[src/rtl/uart_rx_fifo.sv]
// uart_rx_fifo: 8N1 serial receiver with a 16x-oversampling tick, feeding a
// first-word-fall-through byte FIFO that the processor drains.
//
// Ports:
//   clk                 - system clock, rising edge
//   reset_n             - asynchronous active-low reset
//   serial_in           - asynchronous serial line, idles high
//   en_16_x_baud        - one-clk tick at 16x the baud rate
//   read_buffer         - pop one byte (ignored while the FIFO is empty)
//   data_out            - oldest FIFO byte; holds its last value when empty
//   buffer_data_present - FIFO count > 0
//   buffer_half_full    - FIFO count >= depth/2
//   buffer_full         - FIFO count == depth
//   framing_error       - one-clk pulse: stop bit sampled low, byte discarded
//   overflow            - one-clk pulse: byte dropped because the FIFO was full
module uart_rx_fifo #(
  parameter int unsigned FIFO_AW = 4
) (
  input  logic       clk,
  input  logic       reset_n,
  input  logic       serial_in,
  input  logic       en_16_x_baud,
  input  logic       read_buffer,
  output logic [7:0] data_out,
  output logic       buffer_data_present,
  output logic       buffer_half_full,
  output logic       buffer_full,
  output logic       framing_error,
  output logic       overflow
);

  localparam int unsigned Depth = 2 ** FIFO_AW;
  localparam logic [FIFO_AW:0]   DepthCnt = (FIFO_AW + 1)'(Depth);
  localparam logic [FIFO_AW:0]   HalfCnt  = (FIFO_AW + 1)'(Depth / 2);
  localparam logic [FIFO_AW:0]   CntOne   = (FIFO_AW + 1)'(1);
  localparam logic [FIFO_AW-1:0] PtrOne   = FIFO_AW'(1);

  typedef enum logic [1:0] {StIdle, StStart, StData, StStop} state_e;

  // Two-flop synchroniser; only the second stage is used.
  logic sync_q, rx_s;

  always_ff @(posedge clk or negedge reset_n) begin
    if (!reset_n) begin
      sync_q <= 1'b1;
      rx_s   <= 1'b1;
    end else begin
      sync_q <= serial_in;
      rx_s   <= sync_q;
    end
  end

  // Receive FSM
  state_e     state_q, state_d;
  logic [3:0] tick_cnt_q, tick_cnt_d;
  logic [2:0] bit_idx_q, bit_idx_d;
  logic [7:0] shift_q, shift_d;
  logic       wr_req, fe_set;

  always_ff @(posedge clk or negedge reset_n) begin
    if (!reset_n) begin
      state_q    <= StIdle;
      tick_cnt_q <= 4'd0;
      bit_idx_q  <= 3'd0;
      shift_q    <= 8'h00;
    end else begin
      state_q    <= state_d;
      tick_cnt_q <= tick_cnt_d;
      bit_idx_q  <= bit_idx_d;
      shift_q    <= shift_d;
    end
  end

  always_comb begin
    state_d    = state_q;
    tick_cnt_d = tick_cnt_q;
    bit_idx_d  = bit_idx_q;
    shift_d    = shift_q;
    wr_req     = 1'b0;
    fe_set     = 1'b0;
    if (en_16_x_baud) begin
      tick_cnt_d = tick_cnt_q + 4'd1;
      unique case (state_q)
        StIdle: begin
          if (!rx_s) begin
            state_d    = StStart;
            tick_cnt_d = 4'd0;
          end
        end
        StStart: begin
          // Mid start bit: a high line here was only a glitch.
          if (tick_cnt_q == 4'd7) begin
            if (!rx_s) begin
              state_d    = StData;
              tick_cnt_d = 4'd0;
              bit_idx_d  = 3'd0;
            end else begin
              state_d = StIdle;
            end
          end
        end
        StData: begin
          if (tick_cnt_q == 4'd15) begin
            shift_d   = {rx_s, shift_q[7:1]};
            bit_idx_d = bit_idx_q + 3'd1;
            if (bit_idx_q == 3'd7) state_d = StStop;
          end
        end
        StStop: begin
          if (tick_cnt_q == 4'd15) begin
            if (rx_s) wr_req = 1'b1;
            else      fe_set = 1'b1;
            state_d = StIdle;
          end
        end
        default: state_d = StIdle;
      endcase
    end
  end

  // FIFO
  logic [7:0]         mem [Depth];
  logic [FIFO_AW-1:0] wr_ptr_q, rd_ptr_q, rd_ptr_inc;
  logic [FIFO_AW:0]   count_q, count_d;
  logic [7:0]         data_q, data_d;
  logic               rd_en, wr_en, ovf_set;
  logic               fe_q, ovf_q;

  assign rd_en      = read_buffer && (count_q != '0);
  // A full FIFO still accepts a write when a pop frees a slot in the same cycle.
  assign wr_en      = wr_req && ((count_q != DepthCnt) || rd_en);
  assign ovf_set    = wr_req && !wr_en;
  assign rd_ptr_inc = rd_ptr_q + PtrOne;

  always_ff @(posedge clk) begin
    if (wr_en) mem[wr_ptr_q] <= shift_q;
  end

  always_comb begin
    count_d = count_q;
    data_d  = data_q;
    if (wr_en && !rd_en) count_d = count_q + CntOne;
    if (rd_en && !wr_en) count_d = count_q - CntOne;
    // Registered fall-through head: pick what becomes the oldest byte.
    if (rd_en) begin
      if (count_q != CntOne) data_d = mem[rd_ptr_inc];
      else if (wr_en)        data_d = shift_q;
    end else if (wr_en && (count_q == '0)) begin
      data_d = shift_q;
    end
  end

  always_ff @(posedge clk or negedge reset_n) begin
    if (!reset_n) begin
      wr_ptr_q <= '0;
      rd_ptr_q <= '0;
      count_q  <= '0;
      data_q   <= 8'h00;
      fe_q     <= 1'b0;
      ovf_q    <= 1'b0;
    end else begin
      if (wr_en) wr_ptr_q <= wr_ptr_q + PtrOne;
      if (rd_en) rd_ptr_q <= rd_ptr_inc;
      count_q <= count_d;
      data_q  <= data_d;
      fe_q    <= fe_set;
      ovf_q   <= ovf_set;
    end
  end

  assign data_out            = data_q;
  assign buffer_data_present = (count_q != '0);
  assign buffer_half_full    = (count_q >= HalfCnt);
  assign buffer_full         = (count_q == DepthCnt);
  assign framing_error       = fe_q;
  assign overflow            = ovf_q;

endmodule

[config.mk]
export PLATFORM = sky130hd
export DESIGN_NAME = uart_rx_fifo
export DESIGN_NICKNAME = d
export VERILOG_FILES = /design/src/rtl/uart_rx_fifo.sv
export SDC_FILE = /design/constraint.sdc
export NUM_CORES = 1
export LEC_CHECK = 0
export CAP_MARGIN = 30
export CORE_MARGIN = 10
export CORE_UTILIZATION = 61
export DETAILED_ROUTE_END_ITERATION = 7
export PLACE_DENSITY = 0.79
export SLEW_MARGIN = 30
export SYNTH_ARGS = -nofsm -noshare
export SYNTH_HDL_FRONTEND = slang
export SYNTH_SLANG_ARGS = --single-unit
[constraint.sdc]
create_clock -name clk -period 2.65 [get_ports clk]
set_input_delay 0.265 -clock clk [delete_from_list [all_inputs] [get_ports clk]]
set_output_delay 0.265 -clock clk [all_outputs]
set_load 0.03 [all_outputs]
==> flow_summary.toml <==
[drt]
firstDrtPassIters = 5
post_drt_via_cell_ratio = 6.25
routed_wl_um = 14400
vias = 3990
wl_per_cell_um = 22.5
ant_nets = 0
drc = 0
drt-initial-drc-count = 401

[timing]
slew_headroom_pct = 46.6
rsz0062_at_grt = "no"
timing.final.crit_period_ns = 2.38
hold_viol = 0
tns_ns = 0
min_period_over_period_pct = 89.8
worstMarginPinSlew_ns = 0.801
maxSlewViolCount = 0
timing.hold.ws_ns = 0.240
setup_viol = 0
max_freq_mhz = 420
skew_ns = 0.00843

[clock_tree]
cts_sinks = 170
clk_latency_ns = 0.43
clock-root-buffer = "clkbuf_16"
cts_tree = "yes"
clock_tree.buffer_depth = 2
numCtsBuffers = 17
path_clk_slew_ns = 0.06
post-cts-setup-buffers = 0
htree_levels = 4

[worst_setup_path]
critPathRequiredTime_ns = 2.73
critPathSlowestCell = "dfrtp_1"
cp-startpoint = "count_q[0]"
crit_buf_inv = 1
reg2reg_from = "count_q[0]"
r2r_slack_ns = 0.27
path_max_fanout = 8
reg2regPathDepth = 7
cp-end-kind = "flop"
cp_top_family = "simple AND/OR/NAND/NOR gates"
path_class = "flop to flop"
r2r-end = "mem[4][4]"
cp_slowest_stage_delay_ns = 0.46
crit_cells = 7
cp-start-kind = "flop"
worstPathArrival_ns = 2.46
crit_chain = "inv_1 -> ha_1 -> nor3b_2 -> nand3b_1 -> nand2_4 -> nor3b_1 -> and2_1"

[yosys]
synth_warnings = 0
syn_area_sq_mm = 0.00731
synth_cells = 449
ys_types = 55
syn_area_per_cell_sq_um = 16.3
yosysSeqAreaShare_pct = 67.0
syn_nets = 466
ys_ff_latch = 170

[final_layout]
fin_cells = 638
fillers = 707
final_util_pct = 70.9
antennaDiodeCount = 0
drive_gt1_share_pct = 19.6
syn2layout_area_growth_pct = 12.0
fin_nets = 499

[global_routing]
overflow = 0
groute.usage.overall_pct = 18.6
grt_start_max_net_pins = 43
grt_first_pass_wirelength_um = 23100
antenna_found_initial = 0
grt_pass1_vias = 4070

[floorplan]
start_util_pct = 63.2
die_y_um = 130
dieArea_sq_mm = 0.0168
fp.coreArea_sq_mm = 0.0116
ios = 18
die_w_um = 130
rows = 39

[min_path]
whs_path_depth = 1
min_to = "sync_q"
hp-class = "input pin to flop"
hold_path.startpoint = "serial_in"

[place]
place.port_buffers = 17
place_inst = 605
dp_hpwl_um = 9450
finalWeightedCongestion = 0.865

[power]
power_frac_comb_pct = 32.0
pwr-share-seq_pct = 42.6
power_leakage_nw = 3.03
pwr-share-clk_pct = 25.4
p_per_area_mw_per_mm2 = 1080
swShare_pct = 34.3
p_sw_w = 0.00302
peakVddDrop_uv = 695
p_int_w = 0.00579

[run_status]
status = "completed"

[job]
cap_violations = 0
## cell usage after synthesis (all sizes together)
| master | n | area [sq um] |
|---|---|---|
| nand2 | 21 | 86.3 |
| dfrtp | 40 | 1000 |
| o22a | 1 | 8.76 |
| or2 | 1 | 6.26 |
| and2 | 13 | 81.3 |
| ha | 12 | 150 |
| and3b | 1 | 8.76 |
| a21oi | 4 | 20.0 |
| o211ai | 2 | 15.0 |
| nor2b | 4 | 25.0 |
| o2bb2ai | 2 | 17.5 |
| mux2 | 7 | 78.8 |
| nor3 | 4 | 31.3 |
| o31ai | 14 | 110 |
| nand3b | 5 | 37.5 |
| dfstp | 2 | 52.6 |
| a31oi | 2 | 25.0 |
| nand4b | 1 | 8.76 |
| o22ai | 10 | 62.6 |
| mux2i | 3 | 30.0 |
| inv | 26 | 97.6 |
| o31a | 1 | 8.76 |
| nor2 | 23 | 86.3 |
| a21boi | 18 | 135 |
| a32oi | 1 | 8.76 |
| or4b | 1 | 13.8 |
| nor3b | 4 | 40.0 |
| nand4 | 4 | 31.3 |
| xor2 | 2 | 17.5 |
| clkbuf | 4 | 15.0 |
| nand2b | 3 | 21.3 |
| buf | 16 | 138 |
| xnor2 | 8 | 70.1 |
| o2111a | 1 | 11.3 |
| o21ai | 8 | 51.3 |
| a41oi | 1 | 8.76 |
| o41ai | 1 | 8.76 |
| nor4 | 12 | 75.1 |
| edfxtp | 128 | 3840 |
| a21bo | 1 | 10.0 |
| nand3 | 5 | 37.5 |
| mux4 | 32 | 728 |
## worst max path at each step
stage / endpoint / slack, ns
2_1_floorplan: mem[0][0] / 0.23
3_3_place_gp: mem[5][7] / 0.38
3_5_place_dp: mem[5][7] / 0.23
4_1_cts: buffer_data_present / 0.04
5_1_grt: mem[4][0] / 0.09
6_report: mem[4][4] / 0.27
## metrics by stage
step / setup WS, ns / power (W) / cell area, sq um
after floorplan: 0.228 / 0.00578 / 7310
after global placement: 0.382 / 0.00648 / 7640
after detailed placement: 0.231 / 0.00662 / 7640
after CTS: 0.0443 / 0.00886 / 8180
after global routing: 0.0870 / 0.00926 / 8190
final: 0.269 / 0.00882 / 8190
## layout by cell type (no fill, tap or decap), types with 14 or more instances in the layout
cell type,n
nand2_1,20
a21boi_0,18
inv_1,26
mux4_2,30
edfxtp_1,128
dfrtp_1,39
buf_4,16
clkbuf_16,17
clkdlybuf4s50_1,14
nor2_1,23
## registers in the layout, indices dropped and copies added (netlist names), named ones only
register and cells:
rx_s 1, rd_ptr_q 4, data_out 8, tick_cnt_q 4
bit_idx_q 3, wr_ptr_q 4, shift_q 8, mem 128
count_q 5, overflow 1, sync_q 1, framing_error 1
state_q 1
## layer usage
layer | routed length [um] | vias to the layer above | global-route usage [%]
li1 | - | 1808 | -
met1 | 6210 | 1992 | 25.0
met2 | 6890 | 168 | 28.5
met3 | 1070 | 22 | 5.75
met4 | 210 | 0 | 6.28
met5 | 0 | - | 0
## final cells by class
| cell class | instances | area (sq um) | area share [%] |
|---|---|---|---|
| clock buffer | 19 | 433 | 5.28 |
| timing repair buffer | 34 | 315 | 3.85 |
| multi-input combinational | 233 | 2170 | 26.4 |
| clock inverter | 13 | 104 | 1.27 |
| sequential | 170 | 4900 | 59.8 |
| inverter | 26 | 97.6 | 1.19 |
| tap | 143 | 179 | 2.18 |
## worst reg2reg max path: stages (launching register included)
cell	delay (ns)
dfrtp_1	0.46
inv_1	0.10
ha_1	0.23
nor3b_2	0.17
nand3b_1	0.17
nand2_4	0.10
nor3b_1	0.35
and2_1	0.44
## timing repair
action	CTS	global route
setup endpoints to repair	0	2
hold buffers	0	1
hold endpoints to repair	0	40
resized for setup	0	2
## logic make-up after synthesis
logic type      count (synthesis)  synth area share [%]
simple gates                  102                  8.07
flops                         170                  67.0
buf+inv                        46                  3.42
xor+xnor                       10                  1.20
compound gates                 67                  6.86
fa+ha+maj                      12                  2.05
mux                            42                  11.4
## power by group through the flow
stage	Sequential (W)	Combinational, W	Clock, W
detailed placement	0.00379	0.00283	0
floorplan	0.00365	0.00213	0
global placement	0.00375	0.00273	0
global route	0.00380	0.00307	0.00239
CTS	0.00374	0.00284	0.00227
finish	0.00375	0.00283	0.00224
No activity file was read; power rests on OpenSTA's default activity.
